`src/rtl/four_bit_and_serializer_pkg.sv`:
```
// Shared definitions for the AND-cascade serializer: FSM encoding and default word width.
package four_bit_and_serializer_pkg;

  localparam int DEFAULT_WIDTH = 4;

  typedef enum logic [1:0] {
    IDLE  = 2'd0,
    SHIFT = 2'd1,
    DONE  = 2'd2
  } state_e;

endpackage

```
`src/rtl/and_accumulator_reg.sv`:
```
// Running-AND accumulator: tracks the AND of bits emitted so far and latches the word result.
module and_accumulator_reg (
  input  logic clk,
  input  logic reset_n,
  input  logic load_i,    // start of word: running AND back to identity
  input  logic step_i,    // beat accepted: fold bit_i into running AND
  input  logic finish_i,  // last beat accepted: capture final AND
  input  logic bit_i,
  output logic out_and_o,
  output logic result_o
);

  logic run_and_q;
  logic result_q;

  assign out_and_o = run_and_q & bit_i;
  assign result_o  = result_q;

  // NOTE: sequential state uses non-blocking assignments so every flop samples pre-edge values.
  always_ff @(posedge clk or negedge reset_n) begin
    if (!reset_n) begin
      run_and_q <= 1'b1;
      result_q  <= 1'b0;
    end else begin
      if (load_i) begin
        run_and_q <= 1'b1;
      end else if (step_i) begin
        run_and_q <= out_and_o;
      end
      if (finish_i) begin
        result_q <= out_and_o;
      end
    end
  end

endmodule

```
`src/rtl/four_bit_and_serializer.sv`:
```
// Serializes a WIDTH-bit word LSB first with a running AND per beat, then pulses the final AND.
module four_bit_and_serializer
  import four_bit_and_serializer_pkg::*;
#(
  parameter int WIDTH = DEFAULT_WIDTH
) (
  input  logic             clk,
  input  logic             reset_n,
  input  logic             in_valid,
  output logic             in_ready,
  input  logic [WIDTH-1:0] in_data,
  output logic             out_valid,
  input  logic             out_ready,
  output logic             out_bit,
  output logic             out_and,
  output logic             out_last,
  output logic             result_valid,
  output logic             result
);

  localparam int CNT_W = $clog2(WIDTH);
  localparam logic [CNT_W-1:0] LAST_IDX = CNT_W'(WIDTH - 1);

  state_e           state_q, state_d;
  logic [WIDTH-1:0] shreg_q, shreg_d;
  logic [CNT_W-1:0] cnt_q,   cnt_d;

  logic acc_load, acc_step, acc_finish;
  logic acc_out_and;
  logic in_shift;
  logic is_last;

  assign in_shift = (state_q == SHIFT);
  assign is_last  = (cnt_q == LAST_IDX);

  always_ff @(posedge clk or negedge reset_n) begin
    if (!reset_n) begin
      state_q <= IDLE;
      shreg_q <= '0;
      cnt_q   <= '0;
    end else begin
      state_q <= state_d;
      shreg_q <= shreg_d;
      cnt_q   <= cnt_d;
    end
  end

  // NOTE: every signal written here gets a default first, so no path can infer a latch.
  always_comb begin
    state_d      = state_q;
    shreg_d      = shreg_q;
    cnt_d        = cnt_q;
    in_ready     = 1'b0;
    out_valid    = 1'b0;
    result_valid = 1'b0;
    acc_load     = 1'b0;
    acc_step     = 1'b0;
    acc_finish   = 1'b0;

    unique case (state_q)
      IDLE: begin
        in_ready = 1'b1;
        if (in_valid) begin
          shreg_d  = in_data;
          cnt_d    = '0;
          acc_load = 1'b1;
          state_d  = SHIFT;
        end
      end
      SHIFT: begin
        out_valid = 1'b1;
        if (out_ready) begin
          shreg_d  = shreg_q >> 1;
          acc_step = 1'b1;
          if (is_last) begin
            cnt_d      = '0;
            acc_finish = 1'b1;
            state_d    = DONE;
          end else begin
            cnt_d = cnt_q + CNT_W'(1);
          end
        end
      end
      DONE: begin
        result_valid = 1'b1;
        state_d      = IDLE;
      end
      default: state_d = IDLE;
    endcase
  end

  and_accumulator_reg u_acc (
    .clk       (clk),
    .reset_n   (reset_n),
    .load_i    (acc_load),
    .step_i    (acc_step),
    .finish_i  (acc_finish),
    .bit_i     (shreg_q[0]),
    .out_and_o (acc_out_and),
    .result_o  (result)
  );

  // Beat outputs are gated so nothing stale leaks out while idle or finishing.
  assign out_bit  = in_shift & shreg_q[0];
  assign out_and  = in_shift & acc_out_and;
  assign out_last = in_shift & is_last;

endmodule
```
`config.mk`:
```
export PLATFORM = sky130hd
export DESIGN_NAME = four_bit_and_serializer
export DESIGN_NICKNAME = d
export VERILOG_FILES = /design/src/rtl/four_bit_and_serializer_pkg.sv /design/src/rtl/and_accumulator_reg.sv /design/src/rtl/four_bit_and_serializer.sv
export SDC_FILE = /design/constraint.sdc
export NUM_CORES = 1
export LEC_CHECK = 0
export CAP_MARGIN = 20
export CORE_AREA = 2 2 39 41
export DETAILED_ROUTE_END_ITERATION = 10
export DIE_AREA = 0 0 41 43
export PLACE_DENSITY = 0.73
export SYNTH_ARGS = -nofsm -noshare
export SYNTH_HDL_FRONTEND = slang
export SYNTH_HIERARCHICAL = 1
export SYNTH_SLANG_ARGS = --single-unit
```
`constraint.sdc`:
```
create_clock -name clk -period 1.9 [get_ports clk]
set_input_delay 0.19 -clock clk [delete_from_list [all_inputs] [get_ports clk]]
set_output_delay 0.19 -clock clk [all_outputs]
set_load 0.05 [all_outputs]
```
### Word-level counts from Yosys, hierarchy flattened

Index checks and enable logic that the tools add are counted.

| storage, ports and cells | value |
|---|---|
| bits of input ports | 8 |
| register bits | 10 |
| output and inout bits | 7 |
| word-level logic and storage cells | 44 |

| operators by class | value |
|---|---|
| bitwise operators | 4 |
| muxes and demuxes | 23 |
| reduce and logical (&&, ||, !) cells | 5 |
| equality and inequality tests | 6 |
| add/sub/neg operators | 1 |

Operators by type and width:

| kind | number |
|---|---|
| 1-bit 2-to-1 mux | 12 |
| 2-bit 2-to-1 mux | 6 |
| 4-bit 2-to-1 mux | 2 |
| 2-bit case mux with 2 select lines | 2 |
| 4-bit case mux with 2 select lines | 1 |
| 3-bit AND reduction | 2 |
| 1-bit bitwise AND | 4 |
| 2-bit equality test (second input constant) | 2 |
| 2-bit != test (second input constant) | 2 |
| 2-bit nonzero test | 2 |
| 2-bit by 1-bit adder with 2-bit output (second input constant) | 1 |
| 2-bit by 1-bit equality test with 1-bit output (second input constant) | 1 |
| 2-bit logical NOT | 1 |
| 2-bit by 1-bit != test with 1-bit output (second input constant) | 1 |

### Logic depth before layout (Yosys ltp)

| depth | value |
|---|---|
| depth after elaboration | 4 |
| mapped depth | 5 |
| mapped depth without buffers | 4 |

### Cells and area by module

Netlist, hierarchy kept.

Modules (own cells, without submodules):

| module | sequential area each (um2) | cells each | area an instance (um2) | times used |
|---|---|---|---|---|
| four_bit_and_serializer | 200.2 | 38 | 444.2 | 1 |
| and_accumulator_reg | 51.3 | 6 | 88.8 | 1 |

### Least setup slack after synthesis

Ideal clock, no wire load.

| timing path | value |
|---|---|
| path kind | reg2reg |
| start | register state_q[0] |
| end | register shreg_q[3] |
| path buffers | 0 |
| period minus slack after synthesis | 1.528 ns |
| library setup time | 0.078 ns |
| slack | 0.372 ns |
| arrival | 1.451 ns |
| cell stages (with the launch flop) | 4 |
| required time | 1.822 ns |
| path through | dfrtp_1 -> nor2_1 -> and2_1 -> o2bb2ai_1 |

| between the ends | value |
|---|---|
| cells in the longest elaborated chain, start to end | 3 |
| elaborated cells between the ends (all ways) | 7 |
| those cells by class | 3 x eq/ne; 1 x mux; 3 x reduce/logical |

RTL lines:

| element | RTL line | RTL |
|---|---|---|
| start: declaration | four_bit_and_serializer.sv:24 | `state_e state_q, state_d;` |
| start signal: assignment | four_bit_and_serializer.sv:42 | `state_q <= state_d;` |
| 2-bit by 1-bit equality test with 1-bit output / 2-bit logical NOT (equally long branches) | four_bit_and_serializer.sv:60 | `unique case (state_q)` |
| 2-bit != test (no source line) / 2-bit nonzero test (equally long branches) | n/a |  |
| 3-bit AND reduction (no source line) | n/a |  |
| end signal: assignment | four_bit_and_serializer.sv:43 | `shreg_q <= shreg_d;` |
| end: declaration | four_bit_and_serializer.sv:25 | `logic [WIDTH-1:0] shreg_q, shreg_d;` |

Several ways; a longest one is shown, not always the timed one.
A chain may end at the register's enable or synchronous reset.

### Final worst setup path

| timing path | value |
|---|---|
| start | register state_q[0] |
| end | output out_bit |

| between the ends | value |
|---|---|
| cells in the longest elaborated chain, start to end | 2 |

RTL lines:

| element | RTL line | RTL |
|---|---|---|
| 2-bit by 1-bit equality test with 1-bit output | four_bit_and_serializer.sv:33 | `assign in_shift = (state_q == SHIFT);` |
| 1-bit bitwise AND | four_bit_and_serializer.sv:104 | `assign out_bit = in_shift & shreg_q[0];` |
| end: declaration | four_bit_and_serializer.sv:14 | `output logic out_bit,` |

No other way between the ends.

==> results.yml <==
outcome:
  outcome: "complete, no violations"
setup_path:
  rr_startpoint: "state_q[0]$_DFFE_PN0P_"
  path_class: "flip-flop to output port"
  crit_chain: "nor2b_2 -> buf_4 -> and2_1 -> buf_12"
  rrSetupSlack_ns: 0.28
  cp.arrival_ns: 1.51
  critPathLaunchType: "flip-flop"
  cp-startpoint: "state_q[0]$_DFFE_PN0P_"
  cp_slowest_cell: "dfrtp_1"
  critPathRequiredTime_ns: 1.71
  critPathMaxFanout: 6
  cpPeakStageDelay_ns: 0.44
  endpoint_kind: "output port"
  critPathCapture: "out_bit"
  worstRegToRegCells: 4
  r2r_end: "shreg_q[2]$_DFFE_PN0P_"
cells_and_area:
  antenna_cells: 0
  syn2layout_area_growth_pct: 43.66
  final_layout_size_suffix_gt1_frac: 0.3594
  fin_nets: 75
  fin_area_sq_um: 765.7
  stdcell_count: 80
synth:
  seq_area_frac_synth: 0.4718
  yosys-top-cells-area: "dfrtp_1 42%, mux2_2 13%, and2_1 5.9%"
  syn-num-nets: 54
  synthFlopType: "dfrtp_1"
  yosysWarnings: 6
  yosysTopAreaCell: "dfrtp_1"
  syn_area_sq_um: 533.0
  synth_top_area_frac: 0.4225
  async_flop_share: 1.000
  synth_edf_count: 0
  synth.most_common_cell: "dfrtp_1"
  yosysUniqueCellTypes: 22
  postSynthCellCount: 44
  ys_ff_latch: 10
  yosys-top-cells-count: "9 x dfrtp_1, 6 x mux2_2, 5 x and2_1"
  synth_area_per_cell_sq_um: 12.11
drt:
  drt-initial-drc-count: 1
  viasPerCell: 4.863
  ant_nets: 0
  drt_first_pass_iters: 2
  highest_layer: "met4"
  wl_met3_microns: 72
  drt_wl_total_microns: 959
  vias: 389
  dr_wl_met2_microns: 456
  wl_met1_microns: 424
  routedWlPerCell_microns: 11.99
  post-route-drc-count: 0
cts:
  post_cts.repair.setup_buffers: 0
  post_cts_resized: 0
  cts-root-buf: "clkbuf_4"
  h-tree-depth: 1
  clkTransAtPathRegs_ns: 0.07
  clock_sinks: 10
  cts_buffers: 3
  insertion_delay_ns: 0.26
  cts.hold.buffers_added: 0
  clk_path_buf_depth: 2
  cts_tree: "built"
global_routing:
  grt_pass1_vias: 392
  grt_start_max_net_pins: 11
  grt_pass1_wl_microns: 1690
  antenna_found_initial: 0
  grt_usage: 0.1455
  grt-ovfl-total: 0
timing:
  finalSetupViolations: 0
  slew_headroom: 0.6744
  fin_tns_setup_ns: 0
  finalClockSkew_ns: 0.001190
  min_period_ns: 1.695
  slew_viol_final: 0
  tightestPinTransition_ns: 0.4869
  fmax_mhz: 589.8
  min_period_over_period: 0.8923
  hold_viol: 0
  grt_setup_unrepaired: "false"
pwr:
  cellPowerDensity_mw_per_mm2: 1725
  p_leak_nw: 0.3655
  fin_total_pwr_mw: 1.321
  ir_worst_vdd_mv: 0.7396
placement:
  placed_area_sq_um: 739.5
  dp_cells: 76
  io_buffer_count: 14
  place_hpwl_microns: 763
  gp_congestion: 0.6859
floorplan:
  dieArea_sq_mm: 0.001763
  fp.dieW_microns: 41
  start_util: 0.3852
  io_pins: 15
  core_area_sq_mm: 0.001384
  num_rows: 14
  die_height_microns: 43
min_path:
  hold_path.class: "input port to asynchronous set/reset pin"
flow_run:
  maxCapViolations: 0
[registers in the layout, summed over array words and instances, names as in the netlist]
signal / cells
shreg_q: 4
cnt_q: 2
state_q: 2
u_acc/result_o: 1
u_acc/run_and_q: 1
[final cells by class]
class                      count  area [sq um]
clock buffer                   4         26.28
fill                         128         618.1
inverter                       1         3.754
multi-input combinational     32         266.5
sequential                    10         251.5
tap                           16         20.02
timing repair buffer          17         197.7
[metrics by stage]
| step | hold WS, ns | util | setup slack (ns) |
|---|---|---|---|
| after CTS | 0.2490 | 0.5533 | 0.1957 |
| after global routing | 0.2753 | 0.5533 | 0.1160 |
| after floorplan | -0.1056 | - | 0.3717 |
| after global placement | 0.4928 | 0.5344 | 0.2486 |
| after detailed placement | 0.5000 | 0.5344 | 0.1908 |
| final | 0.2444 | 0.5533 | 0.2046 |
[metal layers]
metal | vias up | track usage
li1 | 194 | -
met1 | 178 | 0.1745
met2 | 15 | 0.2188
met3 | 2 | 0.07853
met4 | 0 | 0.04000
met5 | - | 0
[worst min-delay path by stage]
stage	startpoint	slack, ns	to	depth (start not counted)
6_report	reset_n	0.24	state_q[1]$_DFFE_PN0P_	1
5_1_grt	reset_n	0.28	cnt_q[0]$_DFFE_PN0P_	1
4_1_cts	reset_n	0.25	shreg_q[3]$_DFFE_PN0P_	1
3_5_place_dp	shreg_q[2]$_DFFE_PN0P_	0.50	shreg_q[2]$_DFFE_PN0P_	1
3_3_place_gp	shreg_q[2]$_DFFE_PN0P_	0.49	shreg_q[2]$_DFFE_PN0P_	1
2_1_floorplan	reset_n	-0.11	cnt_q[0]$_DFFE_PN0P_	0
[logic make-up after synthesis]
group / count (synthesis) / share of synthesized area
and+or+nand+nor: 16 / 0.1808
muxes: 9 / 0.2019
buffers and inverters: 2 / 0.02816
DFF: 10 / 0.4718
AOI/OAI and AO/OA: 5 / 0.07043
adders and majority gates: 2 / 0.04694
[placed cells by master, fill, tap and decap left out, drive strengths merged, types with 2 or more instances in the layout]
cell	n
clkdlybuf4s50	8
clkbuf	4
and2	6
and3	2
mux2	8
nor2b	2
buf	9
dfrtp	9
nor2	3
ha	2
[critical path: cells and delay by family (launching register included)]
family / cells / cell delay [ns]
buf+inv: 2 / 0.33
simple gates: 2 / 0.47
flops: 1 / 0.44
[where the power goes]
group          leakage (nW)  switching [mW]  internal, mW  total, mW
sequential            0.125          0.0657         0.308      0.374
combinational         0.226           0.389         0.403      0.793
clock                0.0150          0.0727        0.0812      0.154
(Power assumes the default switching activity.)
